**config.mk**
```make
export PLATFORM = sky130hd
export DESIGN_NAME = iob_intr_sched
export DESIGN_NICKNAME = d
export VERILOG_FILES = /design/src/rtl/iob_intr_sched.sv
export SDC_FILE = /design/constraint.sdc
export NUM_CORES = 1
export LEC_CHECK = 0
export ABC_AREA = 1
export BUFFER_PORTS_ARGS = -buffer_cell sky130_fd_sc_hd__buf_2
export CAP_MARGIN = 0
export CORE_AREA = 3 3 184 186
export CTS_CLUSTER_DIAMETER = 150
export DETAILED_ROUTE_END_ITERATION = 8
export DIE_AREA = 0 0 187 189
export HOLD_SLACK_MARGIN = 0.12
export PLACE_DENSITY_LB_ADDON = 0.25
export SETUP_SLACK_MARGIN = 0.15
export SLEW_MARGIN = 20
export SYNTH_ARGS = -nofsm -noshare
export SYNTH_HDL_FRONTEND = slang
export SYNTH_SLANG_ARGS = --single-unit
```
**constraint.sdc**
```tcl
create_clock -name clk -period 2.8 [get_ports clk]
set_input_delay 0.28 -clock clk [delete_from_list [all_inputs] [get_ports clk]]
set_output_delay 0.28 -clock clk [all_outputs]
set_load 0.01 [all_outputs]
```
**src/rtl/iob_intr_sched.sv**
```systemverilog
`default_nettype none
// ============================================================================
//  Module      : iob_intr_sched
//  Description : Round-robin scheduler that shares the IOB NoC output port
//                between NUM_REQ interrupt sources. Each grant becomes one
//                2-flit interrupt packet (header, payload). Packets are
//                never interleaved.
//  Revision    : 1.0 - initial release
// ============================================================================

`ifndef NOC_DATA_WIDTH
`define NOC_DATA_WIDTH 64
`endif
`ifndef NOC_FBITS_L1
`define NOC_FBITS_L1 4'b0000
`endif
`ifndef MSG_TYPE_INTERRUPT
`define MSG_TYPE_INTERRUPT 8'd32
`endif
`ifndef MSG_DST_X
`define MSG_DST_X 49:42
`endif
`ifndef MSG_DST_Y
`define MSG_DST_Y 41:34
`endif

module iob_intr_sched #(
    parameter int NUM_REQ = 4,
    parameter int X_TILES = 8,
    parameter int Y_TILES = 8
) (
    input  logic                        clk,
    input  logic                        rst,
    input  logic [NUM_REQ-1:0]          req_val,
    output logic [NUM_REQ-1:0]          req_rdy,
    input  logic [NUM_REQ*32-1:0]       req_tile,
    input  logic [NUM_REQ*64-1:0]       req_data,
    output logic                        noc_out_val,
    input  logic                        noc_out_rdy,
    output logic [`NOC_DATA_WIDTH-1:0]  noc_out_data,
    output logic                        err_bad_tile,
    output logic [15:0]                 pkt_cnt
);

    localparam int          C_PTR_W     = (NUM_REQ > 1) ? $clog2(NUM_REQ) : 1;
    localparam logic [31:0] C_NUM_TILES = 32'(X_TILES * Y_TILES);
    localparam logic [31:0] C_X_TILES   = 32'(X_TILES);

    localparam logic [1:0] C_IDLE = 2'd0;
    localparam logic [1:0] C_HDR  = 2'd1;
    localparam logic [1:0] C_PLD  = 2'd2;

    logic [1:0]          r_state;
    logic [1:0]          w_state_nxt;
    logic [C_PTR_W-1:0]  r_rr_ptr;
    logic [C_PTR_W-1:0]  r_gnt;
    logic [7:0]          r_dst_x;
    logic [7:0]          r_dst_y;
    logic [63:0]         r_data;
    logic                r_err;
    logic [15:0]         r_pkt_cnt;

    logic                w_any;
    logic [C_PTR_W-1:0]  w_gnt;
    logic [C_PTR_W:0]    w_idx;
    logic [31:0]         w_tile;
    logic [63:0]         w_data;
    logic                w_tile_ok;
    logic                w_accept;
    logic [63:0]         w_hdr;
    logic [63:0]         w_pld;

    // Wrap-around increment of a requester index
    function automatic logic [C_PTR_W-1:0] ptr_inc(input logic [C_PTR_W-1:0] p);
        return (p == C_PTR_W'(NUM_REQ - 1)) ? '0 : p + 1'b1;
    endfunction

    // Round-robin pick: first valid requester at or after r_rr_ptr. The loop
    // runs backwards so the closest candidate is the last one assigned.
    always_comb begin
        w_any = 1'b0;
        w_gnt = '0;
        w_idx = '0;
        for (int k = NUM_REQ - 1; k >= 0; k--) begin
            w_idx = {1'b0, r_rr_ptr} + (C_PTR_W + 1)'(k);
            if (w_idx >= (C_PTR_W + 1)'(NUM_REQ)) begin
                w_idx = w_idx - (C_PTR_W + 1)'(NUM_REQ);
            end
            if (req_val[w_idx[C_PTR_W-1:0]]) begin
                w_any = 1'b1;
                w_gnt = w_idx[C_PTR_W-1:0];
            end
        end
    end

    assign w_tile    = req_tile[int'(w_gnt) * 32 +: 32];
    assign w_data    = req_data[int'(w_gnt) * 64 +: 64];
    assign w_tile_ok = (w_tile < C_NUM_TILES);
    assign w_accept  = (r_state == C_IDLE) && w_any;

    // State register
    always_ff @(posedge clk) begin
        if (rst) begin
            r_state <= C_IDLE;
        end else begin
            r_state <= w_state_nxt;
        end
    end

    // Next-state logic; a bad tile id is dropped without leaving IDLE
    always_comb begin
        w_state_nxt = r_state;
        case (r_state)
            C_IDLE:  if (w_any && w_tile_ok) w_state_nxt = C_HDR;
            C_HDR:   if (noc_out_rdy)        w_state_nxt = C_PLD;
            C_PLD:   if (noc_out_rdy)        w_state_nxt = C_IDLE;
            default:                         w_state_nxt = C_IDLE;
        endcase
    end

    // Flit images built from the fields latched at grant time, so they stay
    // stable for as long as the NoC applies backpressure
    always_comb begin
        w_hdr = {14'b0, 5'b0, 3'b0, 8'b0, `NOC_FBITS_L1, 8'd1, `MSG_TYPE_INTERRUPT, 14'b0};
        w_hdr[`MSG_DST_X] = r_dst_x;
        w_hdr[`MSG_DST_Y] = r_dst_y;
        w_pld = {r_data[63:16], 7'b0, r_data[8:0]};
    end

    // FSM outputs: grant strobe in IDLE, flits in HDR/PLD
    always_comb begin
        req_rdy      = '0;
        noc_out_val  = 1'b0;
        noc_out_data = '0;
        case (r_state)
            C_IDLE: begin
                if (w_any) req_rdy = NUM_REQ'(1) << w_gnt;
            end
            C_HDR: begin
                noc_out_val  = 1'b1;
                noc_out_data = `NOC_DATA_WIDTH'(w_hdr);
            end
            C_PLD: begin
                noc_out_val  = 1'b1;
                noc_out_data = `NOC_DATA_WIDTH'(w_pld);
            end
            default: begin
                noc_out_val  = 1'b0;
            end
        endcase
    end

    // Grant capture, round-robin pointer, error pulse and packet counter
    always_ff @(posedge clk) begin
        if (rst) begin
            r_rr_ptr  <= '0;
            r_gnt     <= '0;
            r_dst_x   <= '0;
            r_dst_y   <= '0;
            r_data    <= '0;
            r_err     <= 1'b0;
            r_pkt_cnt <= '0;
        end else begin
            r_err <= w_accept && !w_tile_ok;
            if (w_accept) begin
                r_gnt   <= w_gnt;
                r_dst_x <= 8'(w_tile % C_X_TILES);
                r_dst_y <= 8'(w_tile / C_X_TILES);
                r_data  <= w_data;
                if (!w_tile_ok) r_rr_ptr <= ptr_inc(w_gnt);
            end
            if (r_state == C_PLD && noc_out_rdy) begin
                r_rr_ptr <= ptr_inc(r_gnt);
                if (r_pkt_cnt != 16'hFFFF) r_pkt_cnt <= r_pkt_cnt + 16'd1;
            end
        end
    end

    assign err_bad_tile = r_err;
    assign pkt_cnt      = r_pkt_cnt;

endmodule
`default_nettype wire

```
==> flow_summary.toml, run 1 <==
[cells_and_area]
stdcell_area_sq_um = 9780
regArea_sq_um = 1830
post-route-util_pct = 30.1
area_growth_pct = 46.4
drive_gt1_share_pct = 33.4
nets = 1913
fillers = 3723
multi_input_area_sq_um = 3910

[global_routing]
track_usage_pct = 17.3
grt_pass1_wl_um = 48100
grt_antenna_before_repair = 6
overflow = 0
grt_max_degree = 119
grt_pass1_vias = 8700

[floorplanning]
die_area_sq_um = 35300
design.core.area_sq_um = 32500
start_util_pct = 20.6
die_y_um = 189
rows = 66
die_width_um = 187
io_pins = 477

[sta]
timing.hold.ws_ns = 0.275
hold_viol_final = 0
rsz0062_at_grt = "true"
period_needed_ns = 2.48
tns_ns = 0
final.period_utilization_pct = 88.4
finalClockSkew_ns = 0.00789
final_max_slew_viol_count = 0
tightest_slew_ns = 0.851
fmax_mhz = 404
finalSetupViolations = 0
maxSlewHeadroom_pct = 43.3

[status]
status = "finished, final reports clean"

[synth]
synthFlopType = "dfxtp_1"
yosysMostFrequentCell = "nor2_1"
synth_edf_count = 0
syn_area_sq_um = 6680
synthTopCellsByArea = "dfxtp_1 (27%), o21ai_0 (14%), nor2_1 (12%)"
ys_seq_area_share_pct = 27.3
ys_top_cells_by_count = "nor2_1 (208), o21ai_0 (181), nand2_1 (176)"
ys_types = 42
yosys.area.top_type = "dfxtp_1"
async_reset_ff_share_pct = 0
ys_warn_count = 0
synth_top_area_share_pct = 27.3
synthCells = 1114
synth-seq-cells = 91
avgSynthCellArea_sq_um = 5.99

[routing]
wl_per_cell_um = 16.6
dr.pass1.iters = 4
vias = 8920
wl_um = 32600
viasPerCell = 4.54
drt_iter0_markers = 332
drc_errors = 0
drtAntennaViolNets = 0

[worst_setup_path]
reg2reg_from = "r_rr_ptr[0]"
path_max_fanout = 19
crit_path_start_kind = "register"
worstPathRequired_ns = 2.52
worstSetupEndpointType = "output pin"
r2r_cells = 13
crit_chain = "inv_6 > nand2_1 > nand2_1 > nand2_1 > nand2_2 > o21ai_1 > nand2_4 > nand2_8 > buf_16 > ha_1 > inv_1 > nor2_1 > buf_2"
slowest_delay_ns = 0.40
cp_slowest_cell = "dfxtp_4"
cpMostUsedCell = "nand2_1"
crit_path_start = "r_rr_ptr[0]"
cp.arrival_ns = 2.20
critical_path_class = "reg -> out"

[run]
maxCapViolations = 0

[cts]
cts_num_sinks = 91
cts_buffer_depth = 2
root_buffer = "clkbuf_16"
numCtsBuffers = 9
path_clk_slew_ns = 0.08
cts_tree = "done"
insertion_delay_ns = 0.36
htreeDepth = 3

[place]
dp_hpwl_um = 24200
io_buffers = 441
dpl_cell_area_sq_um = 9300
gp_congestion = 0.845

[pwr]
power_leakage_nw = 5.35
finalPower_mw = 11.7
p_per_area_nw_per_um2 = 1190
ir_drop_uv = 1100

[worst_hold_path]
hp-class = "in -> reg"
hold_path_depth = 5
hold_start = "req_data[0]"
-- registers in the layout, indices dropped and copies added (netlist names) --
register,cells
r_data,57
pkt_cnt,16
r_dst_y,8
r_dst_x,3
r_gnt,2
r_rr_ptr,2
r_state,2
err_bad_tile,1
-- cell type report --
class,instances,area share (%)
clock inverters,7,0.896
diodes,3,0.0768
flip-flops and latches,91,18.7
inverters,154,6.19
multi-input cells,790,40.0
repair buffers,467,26.2
well taps,442,5.66
clock buffers,9,2.30
-- cell usage in the layout (no fill, tap or decap), types with 2 or more instances in the layout --
cell type	n
buf_2	441
nor2_1	208
o21ai_0	181
nand2_1	175
inv_1	148
dfxtp_1	89
o221ai_1	52
nand3_1	42
a21oi_1	36
buf_4	15
nor4_1	13
clkbuf_16	11
o211ai_1	10
ha_1	8
conb_1	7
nand2_2	6
nor3_1	6
nand4_1	6
buf_12	6
inv_6	5
or2_2	5
o311ai_1	5
or4_1	4
o41ai_1	4
diode_2	3
inv_2	2
nand2_4	2
o22ai_1	2
nand3b_1	2
o21a_1	2
xor2_1	2
clkinvlp_4	2
-- through the flow --
step	setup slack, ns	std cells
floorplan	0.540	1120
global placement	0.133	1937
detailed placement	0.0966	1937
CTS	0.140	1954
global route	0.122	1961
finish	0.324	1963
-- per-layer routing --
layer / wire (um) / track usage, % / up-vias
met1: 13500 / 20.0 / 4024
li1: - / - / 4476
met3: 2380 / 5.04 / 49
met2: 15800 / 30.7 / 365
met5: 35 / 0 / -
met4: 926 / 5.73 / 6
-- kinds of logic (layout without fill, tap and decap cells) --
kind of cell	Yosys count	after routing	share of synthesized area (%)
xor+xnor	2	2	0.262
compound gates	298	298	26.5
other cells	1	10	0.0562
buf+inv	239	637	14.8
flops	91	91	27.3
simple gates	473	473	29.3
fa+ha+maj	9	9	1.69
mux	1	1	0.150
-- worst max-delay path, delay by kind of cell, from the launching register on --
family / cells / cell delay [ns]
and+or+nand+nor: 7 / 0.65
adders and majority gates: 1 / 0.16
buffers and inverters: 4 / 0.43
DFF: 1 / 0.40
AOI/OAI and AO/OA: 1 / 0.22
-- final timing paths --
path                                     to  slack [ns]
worst max register to register   r_dst_y[0]        0.45
worst min register to register  pkt_cnt[15]        0.48
worst min-delay path              r_data[0]        0.28
worst max-delay path             req_rdy[0]        0.32
-- power by group --
group          internal, mW  total (mW)  switching, mW
registers              1.78        2.03          0.250
clock network         0.710        1.32          0.615
logic                  2.89        8.29           5.40
-- what timing repair did --
action / in CTS / in global routing
cloned: 1 / 2
gates resized for setup: 5 / 9
buffers inserted: 0 / 4
setup endpoints to repair: 19 / 15
pin swaps: 0 / 1
hold buffers: 0 / 0
(Power assumes the default switching activity.)
==> run 2: changes to the inputs <==
--- a/config.mk
+++ b/config.mk
@@ -14,6 +14,7 @@
 export DIE_AREA = 0 0 187 189
 export HOLD_SLACK_MARGIN = 0.12
 export PLACE_DENSITY_LB_ADDON = 0.25
+export RECOVER_POWER = 50
 export SETUP_SLACK_MARGIN = 0.15
 export SLEW_MARGIN = 20
 export SYNTH_ARGS = -nofsm -noshare
==> flow_summary.toml, run 2 (synthesis results as in run 1) <==
[status]
status = "finished, final reports clean"

[cts]
cts_num_sinks = 91
cts_buffer_depth = 2
cts_tree = "done"
holdBufCountCts = 0
path_clk_slew_ns = 0.08
root_buffer = "clkbuf_16"
numCtsBuffers = 9
htreeDepth = 3
insertion_delay_ns = 0.36

[routing]
dr.pass1.iters = 7
vias = 8905
drc_errors = 0
wl_um = 32700
drt_iter0_markers = 309
drtAntennaViolNets = 0
viasPerCell = 4.54
wl_per_cell_um = 16.7

[worst_setup_path]
worstSetupEndpointType = "output pin"
worstSetupEndpoint = "req_rdy[0]"
critical_path_class = "reg -> out"
reg2reg_from = "r_rr_ptr[0]"
crit_path_start_kind = "register"
path_max_fanout = 19
worstPathRequired_ns = 2.52
r2r_slack_ns = 0.43
cp.arrival_ns = 2.21
crit_path_start = "r_rr_ptr[0]"
reg2reg_to = "r_data[8]"
r2r_cells = 12

[place]
dp_hpwl_um = 24200
gp_congestion = 0.845
io_buffers = 441

[floorplanning]
io_pins = 477
die_width_um = 187
start_util_pct = 20.6
rows = 66
die_area_sq_um = 35300
die_y_um = 189
design.core.area_sq_um = 32500

[sta]
finalClockSkew_ns = 0.00804
tns_ns = 0
rsz0062_at_grt = "true"
hold_viol_final = 0
tightest_slew_ns = 0.869
finalSetupViolations = 0
period_needed_ns = 2.49
timing.hold.ws_ns = 0.276
final.period_utilization_pct = 88.8
fmax_mhz = 402
final_max_slew_viol_count = 0
maxSlewHeadroom_pct = 42.1

[cells_and_area]
largest_reg_flops = 57
multi_input_area_sq_um = 3910
mostFrequentLayoutCells = "buf_2 (376), nor2_1 (208), o21ai_0 (181), nand2_1 (176), inv_1 (148)"
fillers = 3751
area_growth_pct = 45.1
nets = 1913
drive_gt1_share_pct = 29.0
final_common_cell = "buf_2"
regArea_sq_um = 1830
top_register = "r_data"

[global_routing]
grt_max_degree = 119
grt_antenna_before_repair = 6
grt_pass1_wl_um = 48100
track_usage_pct = 17.3
grt_pass1_vias = 8700
overflow = 0

[pwr]
p_per_area_nw_per_um2 = 1200
ir_drop_uv = 1110
power_leakage_nw = 5.07

[worst_hold_path]
hp-class = "in -> reg"

[run]
maxCapViolations = 0
==> run 2: cell count changes in the layout (fill, tap and decap cells not counted), sizes merged <==
| cell | change |
|---|---|
| buf | -65 |
| clkbuf | +65 |
| diode | -1 |
==> run 2: layer usage <==
metal  track usage [%]  share of wire, %  vias up
li1                  -                 -     4473
met1              20.0                42     4020
met2              30.7                49      357
met3              5.04               7.2       49
met4              5.73               2.5        6
met5                 0              0.11        -
==> run 2: final cells by class <==
class | count | share of cell area, %
antenna | 2 | 0.0516
clock buffer | 9 | 2.32
clock inverter | 7 | 0.904
inverter | 154 | 6.25
multi-input combinational | 790 | 40.3
sequential | 91 | 18.9
tap | 442 | 5.71
timing repair buffer | 467 | 25.6
==> run 2: metrics by stage <==
step	setup WS (ns)	std cells	total power [mW]	utilization, %	cell area [sq um]
2_1_floorplan	0.540	1120	7.42	-	6700
3_3_place_gp	0.133	1937	9.84	28.7	9300
3_5_place_dp	0.0966	1937	9.93	28.7	9300
4_1_cts	0.140	1954	11.5	29.8	9670
5_1_grt	0.118	1961	12.9	29.9	9690
6_report	0.313	1962	11.6	29.9	9690
==> run 2: where the power goes <==
part	total [mW]	internal [mW]	switching, mW
clock network	1.32	0.710	0.615
registers	2.03	1.78	0.250
logic	8.27	2.86	5.41
==> run 2: repair_timing <==
action                                  CTS  global route
pin swaps                                 0             1
buffers inserted                          0             4
resized for setup                         5             9
gates cloned                              1             2
endpoints found under the setup margin   19            15
==> run 2: critical path: stages (launching register included) <==
cell and delay, ns:
dfxtp_4 0.40, inv_6 0.06, nand2_1 0.06, nand2_1 0.07, nand2_1 0.08, nand2_1 0.10
o21ai_1 0.23, nand2_4 0.10, nand2_8 0.16, buf_16 0.18, ha_1 0.16, inv_1 0.04
nor2_1 0.08, buf_2 0.15
==> run 2: how the worst min path moves through the flow <==
stage                      startpoint     endpoint  slack, ns  depth (start not counted)
after floorplan                   rst   r_data[19]       0.44                          3
after global placement    pkt_cnt[15]  pkt_cnt[15]       0.47                          2
after detailed placement  pkt_cnt[15]  pkt_cnt[15]       0.47                          2
after CTS                 req_data[0]    r_data[0]       0.26                          5
after global routing      req_data[5]    r_data[5]       0.30                          5
final                     req_data[0]    r_data[0]       0.28                          5
